## config.mk

```make
export PLATFORM = sky130hd
export DESIGN_NAME = switch_repeater_flat
export DESIGN_NICKNAME = d
export VERILOG_FILES = /design/src/rtl/switch_repeater_pkg.sv /design/src/rtl/switch_repeater_if.sv /design/src/rtl/switch_debounce.sv /design/src/rtl/switch_repeater.sv /design/src/flat_wrapper.sv
export SDC_FILE = /design/constraint.sdc
export NUM_CORES = 1
export LEC_CHECK = 0
export CORE_AREA = 5 5 51 53
export CTS_CLUSTER_SIZE = 14
export DETAILED_ROUTE_END_ITERATION = 8
export DIE_AREA = 0 0 56 58
export PLACE_DENSITY = 0.61
export SLEW_MARGIN = 10
export SYNTH_ARGS = -nofsm -noshare
export SYNTH_HDL_FRONTEND = slang
export SYNTH_SLANG_ARGS = --single-unit
```

## constraint.sdc

```tcl
create_clock -name CLK -period 2.4 [get_ports CLK]
set_input_delay 0.24 -clock CLK [delete_from_list [all_inputs] [get_ports CLK]]
set_output_delay 0.24 -clock CLK [all_outputs]
set_load 0.01 [all_outputs]
```

## src/rtl/switch_repeater_pkg.sv

```systemverilog
// Shared definitions for push-button front-ends.
//   rep_state_t              : auto-repeat FSM state encoding (IDLE=0, DELAY=1, REPEAT=2)
//   DEFAULT_DEBOUNCE_CYCLES  : default stable cycles needed to accept a new level
//   DEFAULT_REPEAT_DELAY     : default cycles from press pulse to first repeat
//   DEFAULT_REPEAT_PERIOD    : default cycles between repeat pulses
//   max_u()                  : larger of two unsigned values (for counter sizing)
package switch_repeater_pkg;

    typedef enum logic [1:0] {
        IDLE   = 2'd0,
        DELAY  = 2'd1,
        REPEAT = 2'd2
    } rep_state_t;

    localparam int unsigned DEFAULT_DEBOUNCE_CYCLES = 65536;
    localparam int unsigned DEFAULT_REPEAT_DELAY    = 25000000;
    localparam int unsigned DEFAULT_REPEAT_PERIOD   = 6250000;

    function automatic int unsigned max_u(input int unsigned a, input int unsigned b);
        return (a > b) ? a : b;
    endfunction

endpackage

```

## src/rtl/switch_repeater_if.sv

```systemverilog
// Button-side signal bundle for switch_repeater.
//   switch_input : raw asynchronous push-button, active high
//   level        : debounced switch state
//   trans_up     : one-cycle pulse on accepted press and each auto-repeat
//   trans_dn     : one-cycle pulse on accepted release
// Modports: master = user of the button (drives switch_input),
//           slave  = switch_repeater (drives the decoded outputs).
interface switch_repeater_if;
    logic switch_input;
    logic level;
    logic trans_up;
    logic trans_dn;

    modport master (
        output switch_input,
        input  level,
        input  trans_up,
        input  trans_dn
    );

    modport slave (
        input  switch_input,
        output level,
        output trans_up,
        output trans_dn
    );
endinterface

```

## src/rtl/switch_debounce.sv

```systemverilog
// Two-flop synchronizer plus debounce counter for one push-button.
//   CLK          : system clock, rising edge
//   RST          : synchronous active-high reset
//   switch_input : raw asynchronous button input
//   level        : registered debounced state
//   rise / fall  : single-cycle strobes, high in the cycle before level
//                  goes 1 / 0, so the parent can register its edge pulses
//                  on the same clock edge that updates level
module switch_debounce
    import switch_repeater_pkg::*;
#(
    parameter int unsigned DEBOUNCE_CYCLES = DEFAULT_DEBOUNCE_CYCLES
) (
    input  logic CLK,
    input  logic RST,
    input  logic switch_input,
    output logic level,
    output logic rise,
    output logic fall
);

    localparam int unsigned CW = $clog2(DEBOUNCE_CYCLES + 1);

    logic          sync_meta;
    logic          synced;
    logic [CW-1:0] cnt;
    logic          hit;

    // Count reaches DEBOUNCE_CYCLES on this edge: accept the new level.
    assign hit  = (synced != level) && (cnt == CW'(DEBOUNCE_CYCLES - 1));
    assign rise = hit && !level;
    assign fall = hit &&  level;

    always_ff @(posedge CLK) begin
        if (RST) begin
            sync_meta <= 1'b0;
            synced    <= 1'b0;
            cnt       <= '0;
            level     <= 1'b0;
        end else begin
            sync_meta <= switch_input;
            synced    <= sync_meta;
            if (synced == level) begin
                cnt <= '0;
            end else if (hit) begin
                cnt   <= '0;
                level <= ~level;
            end else begin
                cnt <= cnt + 1'b1;
            end
        end
    end

endmodule

```

## src/rtl/switch_repeater.sv

```systemverilog
// Debounced push-button with optional auto-repeat.
//   CLK : system clock, rising edge
//   RST : synchronous active-high reset
//   sw  : switch_repeater_if.slave (switch_input in; level, trans_up,
//         trans_dn out, all registered)
// Macro SWITCH_REPEATER_AUTOREPEAT_EN: when defined, a held button emits
// trans_up again REPEAT_DELAY cycles after the press and then every
// REPEAT_PERIOD cycles. When undefined, trans_up pulses once per press and
// the repeat parameters are ignored.
module switch_repeater
    import switch_repeater_pkg::*;
#(
    parameter int unsigned DEBOUNCE_CYCLES = DEFAULT_DEBOUNCE_CYCLES,
    parameter int unsigned REPEAT_DELAY    = DEFAULT_REPEAT_DELAY,
    parameter int unsigned REPEAT_PERIOD   = DEFAULT_REPEAT_PERIOD
) (
    input logic          CLK,
    input logic          RST,
    switch_repeater_if.slave sw
);

    if (DEBOUNCE_CYCLES < 1 || REPEAT_DELAY < 1 || REPEAT_PERIOD < 1) begin : g_bad_params
        $error("switch_repeater: DEBOUNCE_CYCLES, REPEAT_DELAY and REPEAT_PERIOD must be >= 1");
    end

    logic level;
    logic rise;
    logic fall;
    logic trans_up_q;
    logic trans_dn_q;

    switch_debounce #(
        .DEBOUNCE_CYCLES(DEBOUNCE_CYCLES)
    ) u_debounce (
        .CLK         (CLK),
        .RST         (RST),
        .switch_input(sw.switch_input),
        .level       (level),
        .rise        (rise),
        .fall        (fall)
    );

`ifdef SWITCH_REPEATER_AUTOREPEAT_EN
    localparam int unsigned RW = $clog2(max_u(REPEAT_DELAY, REPEAT_PERIOD) + 1);

    rep_state_t    state;
    logic [RW-1:0] rcnt;

    // rcnt starts at 0 on the press edge, so the first repeat lands exactly
    // REPEAT_DELAY cycles after the press pulse. A release (fall) overrides
    // any repeat due on the same edge.
    always_ff @(posedge CLK) begin
        if (RST) begin
            state      <= IDLE;
            rcnt       <= '0;
            trans_up_q <= 1'b0;
            trans_dn_q <= 1'b0;
        end else begin
            trans_up_q <= 1'b0;
            trans_dn_q <= fall;
            if (fall) begin
                state <= IDLE;
                rcnt  <= '0;
            end else begin
                case (state)
                    IDLE: begin
                        if (rise) begin
                            trans_up_q <= 1'b1;
                            state      <= DELAY;
                            rcnt       <= '0;
                        end
                    end
                    DELAY: begin
                        if (rcnt == RW'(REPEAT_DELAY - 1)) begin
                            trans_up_q <= 1'b1;
                            state      <= REPEAT;
                            rcnt       <= '0;
                        end else begin
                            rcnt <= rcnt + 1'b1;
                        end
                    end
                    REPEAT: begin
                        if (rcnt == RW'(REPEAT_PERIOD - 1)) begin
                            trans_up_q <= 1'b1;
                            rcnt       <= '0;
                        end else begin
                            rcnt <= rcnt + 1'b1;
                        end
                    end
                    default: begin
                        state <= IDLE;
                        rcnt  <= '0;
                    end
                endcase
            end
        end
    end
`else
    always_ff @(posedge CLK) begin
        if (RST) begin
            trans_up_q <= 1'b0;
            trans_dn_q <= 1'b0;
        end else begin
            trans_up_q <= rise;
            trans_dn_q <= fall;
        end
    end
`endif

    assign sw.level    = level;
    assign sw.trans_up = trans_up_q;
    assign sw.trans_dn = trans_dn_q;

endmodule

```

## src/flat_wrapper.sv

```systemverilog
// flat-port wrapper written by rule: the top's interface ports become plain ports
module switch_repeater_flat import switch_repeater_pkg::*;
#(
    parameter int unsigned DEBOUNCE_CYCLES = DEFAULT_DEBOUNCE_CYCLES,
    parameter int unsigned REPEAT_DELAY    = DEFAULT_REPEAT_DELAY,
    parameter int unsigned REPEAT_PERIOD   = DEFAULT_REPEAT_PERIOD
)
  (CLK, RST, sw_switch_input, sw_level, sw_trans_up, sw_trans_dn);
  switch_repeater_if sw_i ();
  input logic CLK;
  input logic RST;
  input wire logic [$bits(sw_i.switch_input)-1:0] sw_switch_input;
  output wire logic [$bits(sw_i.level)-1:0] sw_level;
  output wire logic [$bits(sw_i.trans_up)-1:0] sw_trans_up;
  output wire logic [$bits(sw_i.trans_dn)-1:0] sw_trans_dn;
  assign sw_i.switch_input = sw_switch_input;
  assign sw_level = sw_i.level;
  assign sw_trans_up = sw_i.trans_up;
  assign sw_trans_dn = sw_i.trans_dn;
  switch_repeater #(.DEBOUNCE_CYCLES(DEBOUNCE_CYCLES), .REPEAT_DELAY(REPEAT_DELAY), .REPEAT_PERIOD(REPEAT_PERIOD)) u_core (.CLK(CLK), .RST(RST), .sw(sw_i));
endmodule
```

# [Word level (Yosys, flattened, before mapping)]
# Cells that the tools add are included.
[op_classes] add_sub_neg=1 n_eq_ne=3 bitwise=2 n_reduce_logical=6
[op_table] operator="$add A17 B1 Y17 const B" n=1
[op_table] operator="$eq A17 B16 Y1 const B" n=1
[op_table] operator="$logic_and A1 B1 Y1" n=3
[op_table] operator="$reduce_or A3 Y1" n=1
[op_table] operator="$not A1 Y1" n=2
[op_table] operator="$reduce_and A2 Y1" n=1
[op_table] operator="$eq A1 B1 Y1" n=1
[op_table] operator="$logic_not A1 Y1" n=1
[op_table] operator="$ne A1 B1 Y1" n=1
[word_totals] register_bits=22 in_bits=3 output_inout_bits=3 elab_cells=18

# [Longest topological paths before layout]
# Gate-level depths: netlist of run 1.
[depth] word_depth=3 ltp_mapped=8 ltp_nobuf=7

# [By module]
# From an unflattened synthesis of run 1, not the netlist that was laid out.
[unflattened] hier_cells=98 area_unflattened_um2=919.6
[modules_own_cells] module="switch_debounce" n_inst=1 cells_each=94 area_each_um2=867.1 seq_area_each_um2=400.4
[modules_own_cells] module="switch_repeater" n_inst=1 cells_each=4 area_each_um2=52.6 seq_area_each_um2=40.0

# [Worst setup path after synthesis of run 1]
# Ideal clock, no wire load.
[synth_path] path_type="reg-to-reg" from="register u_core.u_debounce.cnt[0]" to="register u_core.u_debounce.cnt[13]" setup_time_ps=59 t_arrival_ps=2080 required_time_ps=2341 slack_ps=261 path_stages_with_launch=9 n_path_buf=1 synth_period_minus_slack_ps=2139 path_cell_list="dfxtp_1 > ha_1 > nand4_1 > nor4_1 > ha_1 > or3_1 > clkbuf_2 > or4_1 > nand2_1"
[synth_via] elab_chain_len=3 elab_cells_between_ends=4 cone_classes="1 x add/sub; 1 x eq/ne; 2 x reduce/logical"
[synth_lines] item="start, declared" line="switch_debounce.sv:26" text="logic [CW-1:0] cnt;"
[synth_lines] item="start signal, assigned" line="switch_debounce.sv:49" text="cnt <= cnt + 1'b1;"
[synth_lines] item="parallel branches: the longest is 3 deep, another holds $add A17 B1 Y17"
# Several ways; the timed one is not identified.
# A chain may end at the register's enable or synchronous reset.

# [Worst setup path in the final report of run 1]
# Ends and elaborated chain as after synthesis.

==> results of run 1 <==
==> how the worst max path moves through the flow <==
| stage | from | end | slack, ns |
|---|---|---|---|
| after floorplan | u_core.u_debounce.cnt[0]$_SDFF_PP0_ | u_core.u_debounce.cnt[13]$_SDFF_PP0_ | 0.26 |
| after global placement | u_core.u_debounce.cnt[0]$_SDFF_PP0_ | u_core.u_debounce.cnt[13]$_SDFF_PP0_ | 0.25 |
| after detailed placement | u_core.u_debounce.cnt[0]$_SDFF_PP0_ | u_core.u_debounce.cnt[11]$_SDFF_PP0_ | 0.21 |
| after CTS | u_core.u_debounce.cnt[0]$_SDFF_PP0_ | u_core.u_debounce.cnt[13]$_SDFF_PP0_ | 0.19 |
| after global routing | u_core.u_debounce.cnt[0]$_SDFF_PP0_ | u_core.u_debounce.cnt[11]$_SDFF_PP0_ | 0.08 |
| final | u_core.u_debounce.cnt[0]$_SDFF_PP0_ | u_core.u_debounce.cnt[13]$_SDFF_PP0_ | 0.20 |
==> per-stage QoR <==
stage                     instances  instance area (um2)  setup slack (ns)  total power [uW]
after floorplan                  95                  887             0.261               381
after global placement          129                  986             0.251               387
after detailed placement        129                  986             0.207               387
after CTS                       132                 1010             0.190               548
after global routing            132                 1010            0.0780               567
final                           132                 1010             0.202               542
==> area by class of cell <==
cell class | instances | area share
Sequential cell | 22 | 0.437
Multi-Input combinational cell | 68 | 0.423
Timing Repair Buffer | 8 | 0.0720
Tap cell | 28 | 0.0347
Clock buffer | 3 | 0.0223
Inverter | 3 | 0.0112
==> cells by family after synthesis <==
family / Yosys count / synth area share
AO/OA/AOI/OAI: 6 / 0.0395
XOR/XNOR: 11 / 0.109
adder cells (fa/ha/maj): 2 / 0.0282
buffers and inverters: 5 / 0.0226
flip-flops: 22 / 0.496
multiplexers: 1 / 0.0113
AND/OR/NAND/NOR: 48 / 0.293
==> power by group through the flow <==
| stage | combinational, uW | clock, uW | sequential, uW |
|---|---|---|---|
| 6_report | 10.4 | 163 | 368 |
| 5_1_grt | 11.7 | 186 | 369 |
| 4_1_cts | 10.6 | 169 | 369 |
| 3_5_place_dp | 10.6 | 0 | 377 |
| 3_3_place_gp | 10.4 | 0 | 377 |
| 2_1_floorplan | 4.99 | 0 | 376 |
==> registers in the layout, indices dropped and copies added (netlist names) <==
register / flops
u_core.sw.trans_up: 1
u_core.sw.trans_dn: 1
u_core.u_debounce.level: 1
u_core.u_debounce.sync_meta: 1
u_core.u_debounce.synced: 1
u_core.u_debounce.cnt: 17
==> placed cells by master, fill, tap and decap left out <==
cell type        count
nand4_1              5
nor2b_1              2
xor2_1               4
nor3_1               3
and4bb_2             2
nor4_1               2
or3_1                3
a21oi_1              2
buf_4                3
o21ai_0              2
dfxtp_1             22
nor2_1              14
and2_1               1
nand3_1              5
clkdlybuf4s50_1      5
mux2i_1              1
o211ai_1             2
inv_1                3
clkbuf_4             3
nand2_1              6
and4_1               2
or4_1                2
ha_1                 2
and3_1               1
xnor2_1              7
==> metal layers <==
metal  global-route usage  up-vias  part of all wire
li1                     -      352                 -
met1                0.136      311              0.51
met2                0.167        6              0.44
met3               0.0267        2             0.038
met4               0.0610        0            0.0093
met5                    0        -                 0
==> flow_summary.yaml, run 1 <==
route:
  wl_per_cell_um: 11.4
  first_pass_iters: 4
  drt_iter0_markers: 8
  ant_nets: 0
  via_per_inst: 5.08
  drcViolationCount: 0
  via_count: 671
  drt_wl_total_um: 1510
grt:
  grt_max_degree: 12
  grt_pass1_wl_um: 2750
  track_usage: 0.107
  grt-ovfl-total: 0
  antenna_found_initial: 0
  grt_pass1_vias: 653
sta:
  finalSetupViolations: 0
  period_needed_ns: 2.20
  period_share: 0.916
  max_freq_mhz: 455
  setup-tns-final_ns: 0
  hold_viol_final: 0
  relSlewSlack: 0.725
  finalClockSkew_ns: 0.00764
  holdWs_ns: 0.454
  tightest_slew_ns: 0.409
  rsz0062_at_grt: "no"
  finalMaxSlewViolations: 0
clock_network:
  cts-hold-fix-buffers: 0
  path_clk_slew_ns: 0.12
  post_cts_buffers: 0
  cts_tree: "yes"
  cts_root_buf: "clkbuf_4"
  cts_made_buffers: 3
  htree_levels: 1
  cts_resized: 0
  clock_sinks: 22
  clk_latency_ns: 0.30
  cts_max_path_buffers: 2
place:
  hpwl_um: 1110
  port_buffers: 5
  place_congestion: 0.728
cells_and_area:
  fill_cells: 208
  final_core_utilization: 0.479
  nets: 111
  drive_gt1_frac: 0.0769
  multiInputGateArea_um2: 427
  n_antenna_cell: 0
  area_delta_synth_final_pct: 13.7
  seqCellArea_um2: 440
worst_setup_path:
  reg2reg_depth: 7
  arrival_ns: 2.45
  critical_path.cell_chain: "ha_1 > nand4_1 > nor4_1 > ha_1 > or3_1 > or4_1 > nand2_1"
  reg2reg_setup_slack_ns: 0.20
  cpMostUsedCell: "ha_1"
  start_kind: "register"
  rr_endpoint: "u_core.u_debounce.cnt[13]$_SDFF_PP0_"
  r2r_start: "u_core.u_debounce.cnt[0]$_SDFF_PP0_"
  critical-path-top-delay-family: "simple AND/OR/NAND/NOR gates"
  worst-path-stages: 7
  critPathKind: "register to register"
  cp_max_fo: 7
  cp_num_buf_inv: 0
  crit_path_end_kind: "register"
  required_ns: 2.66
  crit_path_top_delay_cell: "or4_1"
  slowest_delay_ns: 0.53
floorplan:
  die_h_um: 58
  start_util: 0.421
  rows: 17
  ios: 6
  die_area_mm2: 0.00325
  die_x_um: 56
  core_mm2: 0.00211
logic_synthesis:
  seq_area_frac_synth: 0.496
  synth_edf_count: 0
  yosys_warnings: 0
  synth_common_cells: "22 x dfxtp_1, 14 x nor2_1, 7 x xnor2_1"
  synthTopCellsByArea: "dfxtp_1 50%, xnor2_1 6.9%, nor2_1 5.9%"
  ys.flop_type: "dfxtp_1"
  synthArstFlopShare: 0
  synth-seq-cells: 22
  netlist_area_um2: 887
  syn_area_per_cell_um2: 9.34
  yosys.area.top_type_share: 0.496
  syn_nets: 100
  synth_area_leader_cell: "dfxtp_1"
  synth.distinct_cells: 24
  syn_inst: 95
  synth_most_common_cell: "dfxtp_1"
worst_hold_path:
  holdPathStages: 1
  hold_path.class: "register to register"
  hold_path_end: "u_core.u_debounce.synced$_SDFF_PP0_"
  min_from: "u_core.u_debounce.sync_meta$_SDFF_PP0_"
run:
  drv_cap: 0
power:
  clkPwrFrac: 0.300
  p_per_area_mw_per_mm2: 537
  vdd.ir_drop.worst_v: 0.000285
  leakage_uw: 0.000324
  swShare: 0.204
  switchingPower_uw: 110
  p_comb_frac: 0.019
  p_int_uw: 431
  power_frac_seq: 0.680
run_status:
  status: "finished clean"
No activity file was read; power rests on OpenSTA's default activity.
==> run 2: changes to the inputs <==
- clock period: 2.4 -> 2.5 ns (I/O delays scaled with it)
==> flow_summary.yaml, run 2 (synthesis gave the netlist of run 1 again) <==
sta:
  max_freq_mhz: 455
  tightest_slew_ns: 0.401
  finalMaxSlewViolations: 0
  setup-tns-final_ns: 0
  hold_viol_final: 0
  finalSetupViolations: 0
  rsz0062_at_grt: "no"
  finalClockSkew_ns: 0.00141
  relSlewSlack: 0.730
  holdWs_ns: 0.460
  period_needed_ns: 2.20
  period_share: 0.878
clock_network:
  clk_latency_ns: 0.31
  cts_root_buf: "clkbuf_4"
  post_cts_buffers: 0
  htree_levels: 1
  path_clk_slew_ns: 0.12
  cts_resized: 0
  cts_tree: "yes"
  cts-hold-fix-buffers: 0
  cts_made_buffers: 3
  clock_sinks: 22
  cts_max_path_buffers: 2
power:
  clkPwrFrac: 0.424
  vdd.ir_drop.worst_v: 0.000550
  leakage_uw: 0.000332
  p_int_uw: 520
  swShare: 0.177
  p_comb_frac: 0.016
  p_per_area_mw_per_mm2: 613
  switchingPower_uw: 112
  power_frac_seq: 0.560
worst_hold_path:
  min_from: "u_core.u_debounce.sync_meta$_SDFF_PP0_"
  hold_path.class: "register to register"
  holdPathStages: 1
floorplan:
  core_mm2: 0.00211
  die_x_um: 56
  die_h_um: 58
  die_area_mm2: 0.00325
  start_util: 0.421
  ios: 6
  rows: 17
route:
  drcViolationCount: 0
  ant_nets: 0
  via_count: 667
  via_per_inst: 5.05
  first_pass_iters: 4
  drt_wl_total_um: 1480
  drt_iter0_markers: 10
  wl_per_cell_um: 11.2
worst_setup_path:
  arrival_ns: 2.46
  critPathKind: "register to register"
  crit_path_end_kind: "register"
  worst_setup_path_startpoint: "u_core.u_debounce.cnt[8]$_SDFF_PP0_"
  reg2reg_depth: 7
  start_kind: "register"
  required_ns: 2.76
  cp_max_fo: 7
  r2r_start: "u_core.u_debounce.cnt[8]$_SDFF_PP0_"
cells_and_area:
  n_antenna_cell: 0
  fill_cells: 199
  final_common_cell: "dfxtp_1"
  nets: 110
  area_delta_synth_final_pct: 16.2
  layout_common_cells: "22 x dfxtp_1, 14 x nor2_1, 7 x xnor2_1"
  largest_reg_flops: 17
  regMostFlops: "u_core.u_debounce.cnt"
  drive_gt1_frac: 0.0769
place:
  hpwl_um: 1090
  place_congestion: 0.728
  port_buffers: 5
grt:
  track_usage: 0.0986
  grt_pass1_vias: 593
  grt_pass1_wl_um: 2550
  antenna_found_initial: 0
  grt_max_degree: 14
  grt-ovfl-total: 0
run_status:
  status: "finished clean"
run:
  drv_cap: 0
run 2: worst paths after layout:
check	end	slack, ns
worst max register to register	u_core.u_debounce.cnt[11]$_SDFF_PP0_	0.30
worst max-delay path	u_core.u_debounce.cnt[11]$_SDFF_PP0_	0.30
worst min-delay path	u_core.u_debounce.synced$_SDFF_PP0_	0.46
worst min register to register	u_core.u_debounce.synced$_SDFF_PP0_	0.46
run 2: worst max-delay path, stage by stage (launching register included):
cell and delay (ns):
dfxtp_1 0.38, and4_1 0.23, nand4_1 0.13, nor4_1 0.07, ha_1 0.24, or3_1 0.49, or4_1 0.53, nand2_1 0.08
run 2: power by group through the flow:
stage / combinational (uW) / sequential (uW) / clock (uW)
2_1_floorplan: 4.79 / 361 / 0
3_3_place_gp: 10.0 / 362 / 0
3_5_place_dp: 10.2 / 362 / 0
4_1_cts: 10.2 / 354 / 275
5_1_grt: 11.3 / 354 / 289
6_report: 10.0 / 354 / 268
run 2: layer usage:
| layer | global-route usage | up-vias | part of all wire |
|---|---|---|---|
| li1 | - | 348 | - |
| met1 | 0.120 | 302 | 0.50 |
| met2 | 0.162 | 15 | 0.42 |
| met3 | 0.0445 | 2 | 0.062 |
| met4 | 0.0203 | 0 | 0.0095 |
| met5 | 0 | - | 0 |
run 2: cell type report:
cell class | instances | area [um2] | area share
Clock inverter | 1 | 30.0 | 0.0291
Inverter | 3 | 11.3 | 0.0109
Sequential cell | 22 | 440 | 0.427
Timing Repair Buffer | 7 | 65.1 | 0.0631
Multi-Input combinational cell | 68 | 427 | 0.414
Clock buffer | 3 | 22.5 | 0.0218
Tap cell | 28 | 35.0 | 0.0340
run 2: metrics by stage:
step	std cells	cell area (um2)	total power (uW)	setup slack [ns]	utilization
2_1_floorplan	95	887	366	0.361	-
3_3_place_gp	128	978	372	0.353	0.465
3_5_place_dp	128	978	372	0.332	0.465
4_1_cts	132	1030	639	0.292	0.490
5_1_grt	132	1030	655	0.190	0.490
6_report	132	1030	632	0.304	0.490
